`config.mk`:
```
export PLATFORM = sky130hd
export DESIGN_NAME = multicycle_ctrl
export DESIGN_NICKNAME = d
export VERILOG_FILES = /design/src/rtl/multicycle_ctrl_pkg.sv /design/src/rtl/mc_wait_timer.sv /design/src/rtl/multicycle_ctrl.sv
export SDC_FILE = /design/constraint.sdc
export NUM_CORES = 1
export LEC_CHECK = 0
export CAP_MARGIN = 15
export CORE_UTILIZATION = 42
export CTS_CLUSTER_DIAMETER = 60
export CTS_CLUSTER_SIZE = 14
export DETAILED_ROUTE_END_ITERATION = 10
export PLACE_DENSITY = 0.87
export SLEW_MARGIN = 20
export SYNTH_ARGS = -nofsm -noshare
export SYNTH_HDL_FRONTEND = slang
export SYNTH_SLANG_ARGS = --single-unit
export TNS_END_PERCENT = 50
```
`constraint.sdc`:
```
create_clock -name clk -period 2.4 [get_ports clk]
set_input_delay 0.48 -clock clk [delete_from_list [all_inputs] [get_ports clk]]
set_output_delay 0.48 -clock clk [all_outputs]
set_load 0.02 [all_outputs]
```
`src/rtl/multicycle_ctrl_pkg.sv`:
```
// Shared encodings for the multicycle controller: FSM states, opcodes,
// ALU operation codes and datapath mux selects.
package multicycle_ctrl_pkg;

    typedef enum logic [2:0] {
        ST_FETCH  = 3'd0,
        ST_DECODE = 3'd1,
        ST_EXEC   = 3'd2,
        ST_MEM    = 3'd3,
        ST_WB     = 3'd4,
        ST_HALT   = 3'd5,
        ST_FAULT  = 3'd6
    } state_e;

    localparam logic [3:0] OPC_RTYPE = 4'h0;
    localparam logic [3:0] OPC_ADDI  = 4'h1;
    localparam logic [3:0] OPC_LW    = 4'h8;
    localparam logic [3:0] OPC_SW    = 4'h9;
    localparam logic [3:0] OPC_BEQ   = 4'hA;
    localparam logic [3:0] OPC_JMP   = 4'hC;
    localparam logic [3:0] OPC_HALT  = 4'hF;

    localparam logic [3:0] ALU_ADD = 4'h0;
    localparam logic [3:0] ALU_SUB = 4'h1;

    localparam logic [1:0] PC_SRC_PLUS1  = 2'd0;
    localparam logic [1:0] PC_SRC_BRANCH = 2'd1;
    localparam logic [1:0] PC_SRC_JUMP   = 2'd2;

    localparam logic [1:0] SRCB_REG = 2'd0;
    localparam logic [1:0] SRCB_ONE = 2'd1;
    localparam logic [1:0] SRCB_IMM = 2'd2;

endpackage

```
`src/rtl/mc_wait_timer.sv`:
```
// Memory-wait watchdog used when MC_TIMEOUT_EN is defined: counts consecutive
// waiting cycles and flags the MAX_WAIT-th one so the controller can give up.
module mc_wait_timer #(
    parameter int MAX_WAIT = 15
) (
    input  logic clk,
    input  logic rst,
    input  logic wait_i,
    input  logic clear_i,
    output logic expired_o
);

    localparam int CNT_W = (MAX_WAIT > 1) ? $clog2(MAX_WAIT) : 1;

    logic [CNT_W-1:0] count_q;
    logic [CNT_W-1:0] count_d;

    // The controller leaves the wait state on expiry, so the count never passes MAX_WAIT-1.
    assign count_d   = (clear_i || !wait_i) ? '0 : count_q + CNT_W'(1);
    assign expired_o = wait_i && (count_q == CNT_W'(MAX_WAIT - 1));

    // NOTE: sequential state uses non-blocking assignments so every register samples pre-edge values.
    always_ff @(posedge clk) begin
        if (rst) count_q <= '0;
        else     count_q <= count_d;
    end

endmodule

```
`src/rtl/multicycle_ctrl.sv`:
```
// Multicycle CPU control FSM (FETCH/DECODE/EXEC/MEM/WB plus HALT and FAULT).
// Define MC_TIMEOUT_EN to bound FETCH/MEM waits to MAX_WAIT cycles.
module multicycle_ctrl
    import multicycle_ctrl_pkg::*;
#(
    parameter int OPC_W    = 4,
    parameter int FUNC_W   = 4,
    parameter int MAX_WAIT = 15
) (
    input  logic              clk,
    input  logic              rst,
    input  logic [OPC_W-1:0]  opcode,
    input  logic [FUNC_W-1:0] funct,
    input  logic              zero,
    input  logic              mem_ack,
    output logic              mem_req,
    output logic              mem_we,
    output logic              ir_write,
    output logic              pc_write,
    output logic              reg_write,
    output logic              mem_to_reg,
    output logic              alu_src_a,
    output logic [1:0]        pc_src,
    output logic [1:0]        alu_src_b,
    output logic [3:0]        alu_op,
    output logic [2:0]        state,
    output logic              busy,
    output logic              fault
);

    if (FUNC_W < 4 || MAX_WAIT < 1) begin : g_param_check
        $error("multicycle_ctrl: FUNC_W must be >= 4 and MAX_WAIT >= 1");
    end

    localparam logic [OPC_W-1:0] OP_R    = OPC_W'(OPC_RTYPE);
    localparam logic [OPC_W-1:0] OP_ADDI = OPC_W'(OPC_ADDI);
    localparam logic [OPC_W-1:0] OP_LW   = OPC_W'(OPC_LW);
    localparam logic [OPC_W-1:0] OP_SW   = OPC_W'(OPC_SW);
    localparam logic [OPC_W-1:0] OP_BEQ  = OPC_W'(OPC_BEQ);
    localparam logic [OPC_W-1:0] OP_JMP  = OPC_W'(OPC_JMP);
    localparam logic [OPC_W-1:0] OP_HALT = OPC_W'(OPC_HALT);

    function automatic logic is_legal(input logic [OPC_W-1:0] op);
        return op inside {OP_R, OP_ADDI, OP_LW, OP_SW, OP_BEQ, OP_JMP, OP_HALT};
    endfunction

    state_e           state_q, state_d;
    logic [OPC_W-1:0] opcode_q, opcode_d;
    logic             ack;
    logic             timeout;

    // A completion that coincides with reset must not strobe IR/PC writes.
    assign ack      = mem_ack && !rst;
    assign opcode_d = (state_q == ST_DECODE) ? opcode : opcode_q;

`ifdef MC_TIMEOUT_EN
    logic waiting;
    assign waiting = (state_q == ST_FETCH) || (state_q == ST_MEM);

    mc_wait_timer #(.MAX_WAIT(MAX_WAIT)) u_wait_timer (
        .clk       (clk),
        .rst       (rst),
        .wait_i    (waiting),
        .clear_i   (state_d != state_q),
        .expired_o (timeout)
    );
`else
    assign timeout = 1'b0;
`endif

    always_ff @(posedge clk) begin
        if (rst) begin
            state_q  <= ST_FETCH;
            opcode_q <= '0;
        end else begin
            state_q  <= state_d;
            opcode_q <= opcode_d;
        end
    end

    // NOTE: every always_comb output gets a default first so no path can infer a latch.
    always_comb begin
        state_d    = state_q;
        mem_req    = 1'b0;
        mem_we     = 1'b0;
        ir_write   = 1'b0;
        pc_write   = 1'b0;
        reg_write  = 1'b0;
        mem_to_reg = 1'b0;
        alu_src_a  = 1'b0;
        pc_src     = PC_SRC_PLUS1;
        alu_src_b  = SRCB_REG;
        alu_op     = ALU_ADD;
        case (state_q)
            ST_FETCH: begin
                mem_req   = 1'b1;
                alu_src_b = SRCB_ONE;
                if (ack) begin
                    ir_write = 1'b1;
                    pc_write = 1'b1;
                    state_d  = ST_DECODE;
                end else if (timeout) begin
                    state_d = ST_FAULT;
                end
            end
            ST_DECODE: state_d = is_legal(opcode) ? ST_EXEC : ST_FAULT;
            ST_EXEC: begin
                case (opcode_q)
                    OP_R: begin
                        alu_op    = funct[3:0];
                        alu_src_a = 1'b1;
                        state_d   = ST_WB;
                    end
                    OP_ADDI, OP_LW, OP_SW: begin
                        alu_src_a = 1'b1;
                        alu_src_b = SRCB_IMM;
                        state_d   = (opcode_q == OP_ADDI) ? ST_WB : ST_MEM;
                    end
                    OP_BEQ: begin
                        alu_op    = ALU_SUB;
                        alu_src_a = 1'b1;
                        pc_write  = zero;
                        pc_src    = PC_SRC_BRANCH;
                        state_d   = ST_FETCH;
                    end
                    OP_JMP: begin
                        pc_write = 1'b1;
                        pc_src   = PC_SRC_JUMP;
                        state_d  = ST_FETCH;
                    end
                    OP_HALT: state_d = ST_HALT;
                    default: state_d = ST_FAULT;
                endcase
            end
            ST_MEM: begin
                mem_req = 1'b1;
                mem_we  = (opcode_q == OP_SW);
                if (ack)          state_d = (opcode_q == OP_SW) ? ST_FETCH : ST_WB;
                else if (timeout) state_d = ST_FAULT;
            end
            ST_WB: begin
                reg_write  = 1'b1;
                mem_to_reg = (opcode_q == OP_LW);
                state_d    = ST_FETCH;
            end
            ST_HALT, ST_FAULT: ;
            default: state_d = ST_FAULT;
        endcase
    end

    assign state = state_q;
    assign busy  = (state_q != ST_HALT) && (state_q != ST_FAULT);
    assign fault = (state_q == ST_FAULT);

endmodule
```
* Yosys cells after proc, flatten, opt, wreduce, memory -nomap -nowiden
Index checks and enable logic that the tools add are counted.
Word-level totals: bits in registers 7, input bits 12
Cells by class: muxes and demuxes 23, bitwise operators 1, equal/unequal tests 22, reduce and logical (&&, ||, !) cells 13
Operator list (count):
- 4-bit equality test (second input constant) | 10
- 3-bit one-hot mux with 6 select lines | 1
- 3-bit two-way mux | 5
- 3-bit one-hot mux with 4 select lines | 1
- 3-bit equality test (second input constant) | 3
- 4-bit by 1-bit equality test with 1-bit output (second input constant) | 2
- 4-bit zero test | 2
- 1-bit two-way mux | 8
- 2-bit one-hot mux with 2 select lines | 2
- 4-bit one-hot mux with 2 select lines | 1
- 7-bit nonzero test | 1
- 3-bit by 2-bit equality test with 1-bit output (second input constant) | 2
- 3-bit inequality test (second input constant) | 2
- 2-bit OR reduction | 3
- 5-bit OR reduction | 1
- 2-bit two-way mux | 2
- 4-bit two-way mux | 1
- 2-bit inequality test (second input constant) | 2
- 1-bit one-hot mux with 2 select lines | 2
- 3-bit by 1-bit equality test with 1-bit output (second input constant) | 1
- 3-bit zero test | 1
- 3-bit AND reduction | 1
- 3-bit OR reduction | 1
- 1-bit logical AND | 2
- other kinds (2) | 2

* Depth between registers and ports, before layout
depth after elaboration 4, mapped depth 5, depth with buffers taken out 4

* Worst setup path before layout
Ideal clock, no wire load.
kind reg2out, from reg state_q[2] (netlist: state[2]), to out pc_write, path slack 6 ps, data required time 1920 ps, stages on the path, launching flop included 5, arrival time 1914 ps, cells stage by stage dfxtp_1 buf_2 nor3_1 nor3b_2 o21bai_1
Between the ends: longest elaborated chain between the ends 2, elaborated cells between the ends (all ways) 3, classes of those cells eq/ne (1); mux (1); reduce/logical (1)
RTL lines:
- start, declared | line multicycle_ctrl.sv:47 | state_e state_q, state_d;
- start signal, assigned | line multicycle_ctrl.sv:76 | state_q <= state_d;
- 3-bit by 2-bit equality test with 1-bit output or 3-bit zero test (tied branches) | line multicycle_ctrl.sv:94 | case (state_q)
- 1-bit one-hot mux with 2 select lines (*) | line multicycle_ctrl.sv:94
- end, declared | line multicycle_ctrl.sv:19 | output logic pc_write,
Mark *: on every way between the ends. The rest lies on a longest branch, timed or not.

* Final worst setup path
from reg state_q[1] (netlist: state[1]), to out pc_src[0]
Between the ends: longest elaborated chain between the ends 2
RTL lines:
- 3-bit by 2-bit equality test with 1-bit output | line multicycle_ctrl.sv:94
- 2-bit two-way mux | line multicycle_ctrl.sv:94
- end, declared | line multicycle_ctrl.sv:23 | output logic [1:0] pc_src,
No other way between the ends.

==> results.json <==
{
  "avgSynthCellArea_um2": 7.56,
  "hold_path_depth": 2,
  "core_um2": 1380,
  "hold_viol": 0,
  "ir_worst_vdd_mv": 0.354,
  "ios": 32,
  "cts_root_buf": "clkbuf_4",
  "crit_arrival_ps": 1860,
  "instances_no_fill": 140,
  "hold_path.startpoint": "state[2]",
  "leakagePower_nw": 0.476,
  "finalWirelength_mm": 1.87,
  "cts_tree": "done",
  "dp_cells": 136,
  "die_x_um": 41.6,
  "syn_to_final_growth_pct": 60.8,
  "die_height_um": 41.6,
  "grt_pass1_vias": 714,
  "wl_per_cell_um": 13.3,
  "r2r_slack_ps": 960,
  "ys_seq_elements": 7,
  "rows": 13,
  "grt_use_total_pct": 22.9,
  "seq_area_frac_synth_pct": 21.3,
  "initial_core_util_pct": 47.6,
  "cts.sinks": 7,
  "drt.antenna.violating_nets": 0,
  "rr_endpoint": "state[2]",
  "synth_edf_count": 0,
  "routed_via_density": 5.45,
  "gp_congestion": 0.768,
  "r2r_start": "state[0]",
  "drive_gt1_share_pct": 20.8,
  "ff2ff_path_depth": 5,
  "pre_cts_ws_ps": -114,
  "status": "complete, no violations",
  "ctsHoldBuffers": 0,
  "drt_iter0_drc": 21,
  "grt_overflow": 0,
  "clk_pin_slew_ps": 50,
  "n_antenna_cell": 0,
  "worstHoldPathType": "register to register",
  "cp-start-kind": "register",
  "dp_hpwl_mm": 1.44,
  "drv_cap": 0,
  "fin_total_pwr_mw": 0.495,
  "worst_pin_slew_ps": 379,
  "end_kind": "output pin",
  "clk_path_buf_depth": 2,
  "first_pass_iters": 4,
  "vias": 763,
  "maxSlewHeadroom_pct": 74.7,
  "async_reset_ff_share_pct": 0,
  "final_cell_mix": "clkdlybuf4s50_1 (21), nor2_1 (12), buf_4 (11)",
  "cp.required_ps": 1920,
  "min_period_ps": 2340,
  "cts_inserted_buffers": 3,
  "antenna_found_initial": 0,
  "worstSkewPairLatency_ps": 260,
  "synth_ff_type": "dfxtp_1",
  "synth_cell_types": 34,
  "finalClockSkew_ps": 2.07,
  "synth_cells": 87,
  "cts_max_level": 1,
  "post-route-worst-setup-slack_ps": 64.1,
  "grt_pass1_wl_mm": 3.11,
  "setup_viol": 0,
  "final_util_pct": 76.6,
  "port_buffers": 31,
  "slew_viol_final": 0,
  "p_per_area_nw_per_um2": 468,
  "yosys_warnings": 0,
  "grt_max_degree": 15,
  "worstHoldEndpoint": "state[0]",
  "setup_tns_ps": 0,
  "syn_area_um2": 658,
  "finalCritPeriodShare_pct": 97.3,
  "syn-num-nets": 99,
  "mostFrequentLayoutCell": "clkdlybuf4s50_1",
  "max_clock_freq_ghz": 0.428,
  "nets": 138,
  "path_max_fanout": 5,
  "crit_type": "register to output pin",
  "die_area_um2": 1730,
  "drc": 0
}
[final cells by class]
cell class,instances,area [µm²]
clock buffers,4,26.3
fillers,107,324
inverters,3,11.3
multi-input cells,69,468
flip-flops and latches,7,143
well taps,15,18.8
repair buffers,42,392
[worst max-delay path by stage]
stage / from / endpoint / slack [ps] / depth (start not counted)
2_1_floorplan: state[2] / pc_write / 6 / 4
3_3_place_gp: mem_ack / pc_write / -50 / 5
3_5_place_dp: mem_ack / pc_write / -110 / 5
4_1_cts: opcode_q[1] / mem_we / 50 / 4
5_1_grt: state[1] / pc_src[0] / -5 / 4
6_report: state[1] / pc_src[0] / 60 / 4
[where the power goes]
group          internal (mW)  switching, mW
combinational          0.118          0.123
sequential             0.128         0.0173
clock                 0.0635         0.0451
[Yosys cell counts, types with 2 or more instances]
master / count / share of area, %
nor2b_1: 4 / 3.8
dfxtp_1: 7 / 21
mux2i_1: 5 / 7.6
a21oi_1: 5 / 3.8
nor2_1: 13 / 7.4
and2_1: 3 / 2.9
nand3_1: 2 / 1.5
o21ai_0: 3 / 2.3
inv_1: 3 / 1.7
nand2_1: 7 / 4.0
buf_2: 6 / 4.6
nor3b_1: 2 / 2.3
nor3_1: 4 / 3.0
and3_1: 2 / 1.9
a31oi_1: 2 / 1.9
[metal layers]
layer	global-route usage, %	part of all wire [%]	routed length [µm]	up-vias
met3	6.52	6.8	126	6
met2	39.7	54	1010	35
met1	26.9	38	704	349
met5	0	0	0	-
met4	7.10	1.1	21	0
li1	-	-	-	373
[critical path: stages, from the launching register on]
cell	delay, ps
dfxtp_1	390
nand2b_4	80
or3_4	370
nor2_1	140
clkdlybuf4s50_1	620
[state kept, by name, indices dropped and copies added, names as in the netlist]
name      cells
opcode_q      4
state         3
[what timing repair did]
| item | in CTS | in global routing |
|---|---|---|
| resized for setup | 9 | 6 |
| endpoints found under the hold margin | 0 | 0 |
| setup buffers | 0 | 0 |
| endpoints found under the setup margin | 8 | 4 |
[logic make-up after synthesis]
logic type,share of synthesized area (%)
compound gates,16.3
xor+xnor,2.66
buf+inv,9.13
flops,21.3
mux,7.60
simple gates,43.0
[per-stage QoR]
step / hold slack, ps / cell area, µm²
after floorplan: 625 / 658
after global placement: 520 / 1020
after detailed placement: 551 / 1020
after CTS: 570 / 1050
after global routing: 568 / 1060
final: 542 / 1060
(Power assumes the default switching activity.)
